==> src/rtl/video_pkg.sv <==
// Shared types and slot constants for the video RAM slot sequencer.
package video_pkg;

  typedef enum logic [1:0] {
    SLOT_PF  = 2'b00,
    SLOT_MO  = 2'b01,
    SLOT_AL  = 2'b10,
    SLOT_CPU = 2'b11
  } slot_e;

  typedef enum logic [2:0] {
    IDLE,
    WAIT,
    ACCESS,
    ACK,
    RELEASE
  } cpu_state_e;

  typedef enum logic {
    DIR_RD = 1'b0,
    DIR_WR = 1'b1
  } cpu_dir_e;

  localparam logic [2:0] CPU_RD_SLOT = 3'd3;
  localparam logic [2:0] CPU_WR_SLOT = 3'd7;

  // Reads may borrow any read-half slot while vblank boost is active.
  function automatic logic cpu_slot_hit(cpu_dir_e dir, logic [2:0] slot, logic boost);
    if (dir == DIR_WR) return slot == CPU_WR_SLOT;
    return (slot == CPU_RD_SLOT) || (boost && !slot[2]);
  endfunction

endpackage

==> src/rtl/vram_slot_sequencer_if.sv <==
// CPU handshake and VRAM slot bus between the sequencer and its clients.
interface vram_slot_sequencer_if;
  logic       cpu_rd_req;
  logic       cpu_wr_req;
  logic       cpu_dtack_b;
  logic       cpu_err;
  logic [2:0] vrac;
  logic       vramrd_b;
  logic       vramwr;
  logic       pf_latch_b;
  logic       mo_latch_b;
  logic       al_latch_b;

  modport master (
    output cpu_rd_req, cpu_wr_req,
    input  cpu_dtack_b, cpu_err, vrac, vramrd_b, vramwr,
    input  pf_latch_b, mo_latch_b, al_latch_b
  );

  modport slave (
    input  cpu_rd_req, cpu_wr_req,
    output cpu_dtack_b, cpu_err, vrac, vramrd_b, vramwr,
    output pf_latch_b, mo_latch_b, al_latch_b
  );
endinterface

==> src/rtl/vram_slot_counter.sv <==
// 3-bit wrapping VRAC slot counter with registered fetch-latch strobes.
module vram_slot_counter
  import video_pkg::*;
(
  input  logic       clk,
  input  logic       rst_b,
  input  logic       en,
  output logic [2:0] vrac_o,
  output logic [2:0] vrac_next_o,
  output logic       pf_latch_b_o,
  output logic       mo_latch_b_o,
  output logic       al_latch_b_o
);

  logic [2:0] vrac_q, vrac_d;
  logic       pf_q, pf_d;
  logic       mo_q, mo_d;
  logic       al_q, al_d;
  slot_e      slot;

  always_comb begin
    slot   = slot_e'(vrac_q[1:0]);
    vrac_d = vrac_q + 3'd1;
    // each strobe is low during the tick that follows its fetch slot
    pf_d   = (slot != SLOT_PF);
    mo_d   = (slot != SLOT_MO);
    al_d   = (slot != SLOT_AL);
  end

  always_ff @(posedge clk) begin
    if (!rst_b) begin
      vrac_q <= '0;
      pf_q   <= 1'b1;
      mo_q   <= 1'b1;
      al_q   <= 1'b1;
    end else if (en) begin
      vrac_q <= vrac_d;
      pf_q   <= pf_d;
      mo_q   <= mo_d;
      al_q   <= al_d;
    end
  end

  assign vrac_o       = vrac_q;
  assign vrac_next_o  = vrac_d;
  assign pf_latch_b_o = pf_q;
  assign mo_latch_b_o = mo_q;
  assign al_latch_b_o = al_q;

endmodule

==> src/rtl/vram_slot_sequencer.sv <==
// VRAM time-slot sequencer: slot counter plus 68k access FSM on the CPU slots.
module vram_slot_sequencer
  import video_pkg::*;
#(
  parameter int unsigned VBLANK_BOOST = 1,
  parameter int unsigned DTACK_HOLD   = 1
) (
  input  logic                  clk,
  input  logic                  rst_b,
  input  logic                  en,
  input  logic                  vblank_b,
  vram_slot_sequencer_if.slave  bus
);

  localparam int unsigned HOLD_W = (DTACK_HOLD > 0) ? $clog2(DTACK_HOLD + 1) : 1;

  logic [2:0]        vrac, vrac_next;
  logic              pf_b, mo_b, al_b;
  logic              rd_req, wr_req, dir_req, boost;
  cpu_state_e        state_q, state_d;
  cpu_dir_e          dir_q, dir_d;
  logic [HOLD_W-1:0] hold_q, hold_d;
  logic              err_q, err_d;
  logic              vramrd_b_q, vramrd_b_d;
  logic              vramwr_q, vramwr_d;
  logic              dtack_b_q, dtack_b_d;

  vram_slot_counter u_counter (
    .clk          (clk),
    .rst_b        (rst_b),
    .en           (en),
    .vrac_o       (vrac),
    .vrac_next_o  (vrac_next),
    .pf_latch_b_o (pf_b),
    .mo_latch_b_o (mo_b),
    .al_latch_b_o (al_b)
  );

  assign rd_req = bus.cpu_rd_req;
  assign wr_req = bus.cpu_wr_req;
  assign boost  = (VBLANK_BOOST != 0) && !vblank_b;

  always_comb begin
    state_d = state_q;
    dir_d   = dir_q;
    hold_d  = hold_q;
    err_d   = err_q | (rd_req & wr_req);
    dir_req = (dir_q == DIR_WR) ? wr_req : rd_req;
    unique case (state_q)
      IDLE: begin
        if (rd_req || wr_req) begin
          dir_d   = rd_req ? DIR_RD : DIR_WR;
          // a request already aligned with its slot skips WAIT so worst-case latency stays at 8 ticks
          state_d = cpu_slot_hit(dir_d, vrac_next, boost) ? ACCESS : WAIT;
        end
      end
      WAIT: begin
        if (!dir_req) state_d = IDLE;
        else if (cpu_slot_hit(dir_q, vrac_next, boost)) state_d = ACCESS;
      end
      ACCESS: begin
        state_d = ACK;
        hold_d  = HOLD_W'(DTACK_HOLD);
      end
      ACK: begin
        if (hold_q != '0) hold_d = hold_q - HOLD_W'(1);
        else if (!rd_req && !wr_req) state_d = RELEASE;
      end
      RELEASE: state_d = IDLE;
      default: state_d = IDLE;
    endcase
    vramrd_b_d = !((state_d == ACCESS) && (dir_d == DIR_RD));
    vramwr_d   = (state_d == ACCESS) && (dir_d == DIR_WR);
    dtack_b_d  = (state_d != ACK);
  end

  always_ff @(posedge clk) begin
    if (!rst_b) begin
      state_q    <= IDLE;
      dir_q      <= DIR_RD;
      hold_q     <= '0;
      err_q      <= 1'b0;
      vramrd_b_q <= 1'b1;
      vramwr_q   <= 1'b0;
      dtack_b_q  <= 1'b1;
    end else if (en) begin
      state_q    <= state_d;
      dir_q      <= dir_d;
      hold_q     <= hold_d;
      err_q      <= err_d;
      vramrd_b_q <= vramrd_b_d;
      vramwr_q   <= vramwr_d;
      dtack_b_q  <= dtack_b_d;
    end
  end

  assign bus.vrac        = vrac;
  assign bus.pf_latch_b  = pf_b;
  assign bus.mo_latch_b  = mo_b;
  assign bus.al_latch_b  = al_b;
  assign bus.vramrd_b    = vramrd_b_q;
  assign bus.vramwr      = vramwr_q;
  assign bus.cpu_dtack_b = dtack_b_q;
  assign bus.cpu_err     = err_q;

endmodule

==> src/flat_wrapper.sv <==
// flat-port wrapper written by rule: the top's interface ports become plain ports
module vram_slot_sequencer_flat import video_pkg::*;
#(
  parameter int unsigned VBLANK_BOOST = 1,
  parameter int unsigned DTACK_HOLD   = 1
)
  (clk, rst_b, en, vblank_b, bus_cpu_rd_req, bus_cpu_wr_req, bus_cpu_dtack_b, bus_cpu_err, bus_vrac, bus_vramrd_b, bus_vramwr, bus_pf_latch_b, bus_mo_latch_b, bus_al_latch_b);
  vram_slot_sequencer_if bus_i ();
  input  logic clk;
  input  logic rst_b;
  input  logic en;
  input  logic vblank_b;
  input wire logic [$bits(bus_i.cpu_rd_req)-1:0] bus_cpu_rd_req;
  input wire logic [$bits(bus_i.cpu_wr_req)-1:0] bus_cpu_wr_req;
  output wire logic [$bits(bus_i.cpu_dtack_b)-1:0] bus_cpu_dtack_b;
  output wire logic [$bits(bus_i.cpu_err)-1:0] bus_cpu_err;
  output wire logic [$bits(bus_i.vrac)-1:0] bus_vrac;
  output wire logic [$bits(bus_i.vramrd_b)-1:0] bus_vramrd_b;
  output wire logic [$bits(bus_i.vramwr)-1:0] bus_vramwr;
  output wire logic [$bits(bus_i.pf_latch_b)-1:0] bus_pf_latch_b;
  output wire logic [$bits(bus_i.mo_latch_b)-1:0] bus_mo_latch_b;
  output wire logic [$bits(bus_i.al_latch_b)-1:0] bus_al_latch_b;
  assign bus_i.cpu_rd_req = bus_cpu_rd_req;
  assign bus_i.cpu_wr_req = bus_cpu_wr_req;
  assign bus_cpu_dtack_b = bus_i.cpu_dtack_b;
  assign bus_cpu_err = bus_i.cpu_err;
  assign bus_vrac = bus_i.vrac;
  assign bus_vramrd_b = bus_i.vramrd_b;
  assign bus_vramwr = bus_i.vramwr;
  assign bus_pf_latch_b = bus_i.pf_latch_b;
  assign bus_mo_latch_b = bus_i.mo_latch_b;
  assign bus_al_latch_b = bus_i.al_latch_b;
  vram_slot_sequencer #(.VBLANK_BOOST(VBLANK_BOOST), .DTACK_HOLD(DTACK_HOLD)) u_core (.clk(clk), .rst_b(rst_b), .en(en), .vblank_b(vblank_b), .bus(bus_i));
endmodule
==> config.mk <==
export PLATFORM = sky130hd
export DESIGN_NAME = vram_slot_sequencer_flat
export DESIGN_NICKNAME = d
export VERILOG_FILES = /design/src/rtl/video_pkg.sv /design/src/rtl/vram_slot_sequencer_if.sv /design/src/rtl/vram_slot_counter.sv /design/src/rtl/vram_slot_sequencer.sv /design/src/flat_wrapper.sv
export SDC_FILE = /design/constraint.sdc
export NUM_CORES = 1
export LEC_CHECK = 0
export BUFFER_PORTS_ARGS = -buffer_cell sky130_fd_sc_hd__buf_2
export CORE_MARGIN = 3
export CORE_UTILIZATION = 47
export DETAILED_ROUTE_END_ITERATION = 12
export PLACE_DENSITY = 0.72
export SYNTH_ARGS = -nofsm -noshare
export SYNTH_HDL_FRONTEND = slang
export SYNTH_HIERARCHICAL = 1
export SYNTH_SLANG_ARGS = --single-unit
==> constraint.sdc <==
create_clock -name clk -period 1.92 [get_ports clk]
set_input_delay 0.384 -clock clk [delete_from_list [all_inputs] [get_ports clk]]
set_output_delay 0.384 -clock clk [all_outputs]
set_load 0.005 [all_outputs]
==> results_dict.tcl <==
set metrics [dict create \
    status "finished clean" \
    max_freq_mhz 544 \
    die-height_um 47.6 \
    syn_nets 95 \
    layout_common_cells "15 x buf_2, 13 x dfxtp_1, 6 x inv_1, 6 x nor2_1" \
    finalHoldViolations 0 \
    clockPowerShare 0.235 \
    ys_ff_latch 15 \
    wl_mm 1.65 \
    io_buffers 15 \
    final_core_util 0.606 \
    path_class "reg2reg" \
    initial_core_util 0.517 \
    p_int_uw 515 \
    setup_viol 0 \
    antenna_found_initial 0 \
    cp_top_family "simple AND/OR/NAND/NOR gates" \
    maxCapViolCount 0 \
    slew_headroom 0.775 \
    worstPathMaxFanout 5 \
    synth_compound_area_frac 0.209 \
    vias_per_cell 5.56 \
    fp.dieW_um 47.6 \
    grt_setup_unrepaired "false" \
    grt_util_all_layers 0.176 \
    clkTransAtPathRegs_ns 0.08 \
    hold_class "in2reg" \
    crit_chain "ha_2 -> xor2_2 -> nand3_1 -> o32ai_2 -> a221oi_1 -> or3_1" \
    r2r_setup_slack_ns 0.08 \
    clock_latency_ns 0.28 \
    synthCells 85 \
    synth_top_family_by_area "simple AND/OR/NAND/NOR gates" \
    wl_per_cell_um 13.8 \
    drt_first_pass_iters 4 \
    cp_num_buf_inv 0 \
    drive_gt1_frac 0.308 \
    cts_made_buffers 3 \
    crit_path_end_kind "flop" \
    place_area_um2 908 \
    switchingPower_uw 230 \
    cts_sinks 15 \
    crit_slowest_cell "dfxtp_2" \
    ir_worst_vdd_v 0.000567 \
    cts_tree "built" \
    worst_pin_slew_ns 0.338 \
    gr-total-overflow 0 \
    grt_pass1_vias 644 \
    post-route-period-util 0.958 \
    hpwl_mm 1.20 \
    syn_area_um2 815 \
    synth_enable_flop_cells 0 \
    ys_types 42 \
    worst-endpoint-arrival_ns 2.00 \
    synth_flop_cell "dfxtp_1" \
    ys_async_sr_fraction 0 \
    synthSimpleGateAreaFrac 0.238 \
    clockBufferDepth 2 \
    grt_max_degree 19 \
    worst_setup_path_start_kind "flop" \
    num_vias 667 \
    synth_seq_area_share 0.369 \
    p_leak_nw 0.408 \
    rows 14 \
    fin_crit_ns 1.84 \
    power_density_nw_per_um2 778 \
    cts-root-buf "clkbuf_4" \
    cp.required_ns 2.08 \
    routabilityCongestion 0.842 \
    synthMuxAreaShare 0.0492 \
    p_comb_frac 0.266 \
    p_total_uw 744 \
    syn_to_final_growth_pct 17.4 \
    maxSlewViolCount 0 \
    switching_share 0.308 \
    final_antenna_net_count 0 \
    drt-initial-drc-count 10 \
    coreArea_um2 1580 \
    synthAdderAreaFrac 0.0614 \
    layout_commonest_cell "buf_2" \
    syn_area_per_cell_um2 9.58 \
    n_fill_cell 140 \
    drt_drc_violations_left 0 \
    synth_xor_area_frac 0.0215 \
    die-area_um2 2270 \
    finalClockSkew_ns 0.000279 \
    grt_first_pass_wirelength_mm 2.79 \
    seqPwrFrac 0.499 \
    ios 16 \
    antenna_cells 0 \
    design_area_um2 956 \
    fin_tns_setup_ns 0 \
    ys.warnings.count 6 \
    nNetsFinal 115 \
    critPathMaxStageDelay_ns 0.38 \
    cts_max_level 1 \
]
==> final timing paths <==
check,depth (start not counted),startpoint,to
max,6,u_core/u_counter/vrac_o[0],u_core/bus.vramrd_b
max reg2reg,6,u_core/u_counter/vrac_o[0],u_core/bus.vramrd_b
min,2,rst_b,u_core/bus.cpu_dtack_b
min reg2reg,2,u_core/bus.cpu_err,u_core/bus.cpu_err
==> cell type report <==
cell class | instances | area (um^2) | share of cell area
Multi-Input combinational cell | 61 | 490 | 0.513
Inverter | 7 | 26.3 | 0.0275
Tap cell | 16 | 20.0 | 0.0209
Sequential cell | 15 | 303 | 0.317
Clock buffer | 4 | 26.3 | 0.0275
Timing Repair Buffer | 17 | 90.1 | 0.0942
==> stage by stage <==
step	std cells	setup slack [ns]	hold slack, ns
after floorplan	85	0.0771	0.446
after global placement	116	0.101	0.442
after detailed placement	116	-0.0197	0.453
after CTS	120	0.000255	0.369
after global routing	120	0.00223	0.391
final	120	0.0807	0.372
==> sequential cells by signal (all words and copies together), names as in the netlist <==
register / count
u_core/u_counter/pf_latch_b_o: 1
u_core/bus.vramwr: 1
u_core/hold_q: 1
u_core/state_q: 3
u_core/bus.vramrd_b: 1
u_core/u_counter/mo_latch_b_o: 1
u_core/bus.cpu_err: 1
u_core/u_counter/vrac_o: 3
u_core/dir_q: 1
u_core/bus.cpu_dtack_b: 1
u_core/u_counter/al_latch_b_o: 1
==> per-layer routing <==
layer  up-vias  track usage  part of all wire  routed length [um]
met4         0       0.0484            0.0097                  16
met3         2       0.0677             0.052                  85
met5         -            0                 0                   0
met2        13        0.286              0.47                 771
li1        350            -                 -                   -
met1       302        0.217              0.47                 776
==> cells by family (layout without fill, tap and decap cells) <==
| kind of cell | after synthesis | count (layout) |
|---|---|---|
| DFF | 15 | 15 |
| muxes | 4 | 4 |
| buffers and inverters | 9 | 28 |
| adders and majority gates | 4 | 4 |
| AOI/OAI and AO/OA | 23 | 23 |
| xor gates and xnor gates | 2 | 2 |
| and+or+nand+nor | 28 | 28 |
==> power by group through the flow <==
stage / Clock [mW] / Sequential (mW) / Combinational (mW)
after global routing: 0.197 / 0.376 / 0.223
final: 0.175 / 0.371 / 0.198
after global placement: 0 / 0.375 / 0.186
after detailed placement: 0 / 0.377 / 0.191
after floorplan: 0 / 0.374 / 0.134
after CTS: 0.183 / 0.370 / 0.195
==> worst register-to-register path: stages, from the launching register on <==
cell      delay [ns]
dfxtp_2         0.38
ha_2            0.21
xor2_2          0.21
nand3_1         0.14
o32ai_2         0.26
a221oi_1        0.15
or3_1           0.37
==> cell usage after synthesis (2+ instances only) <==
master	number	area, um^2
and2_1	4	25.0
o2bb2ai_1	2	17.5
nand2b_1	2	12.5
a21oi_1	2	10.0
ha_1	4	50.1
nand2_1	3	11.3
o21ai_1	3	15.0
xor2_1	2	17.5
nor2_1	6	22.5
dfxtp_1	15	300
a31oi_1	3	18.8
inv_1	6	22.5
mux2i_1	4	40.0
==> repair_timing <==
action / 4_1_cts / 5_1_grt
endpoints found under the setup margin: 3 / 4
gates resized for setup: 2 / 4
endpoints found under the hold margin: 0 / 0
hold buffers: 0 / 0
buffers inserted: 0 / 0
Note: power is estimated with default switching activity, not from simulation.
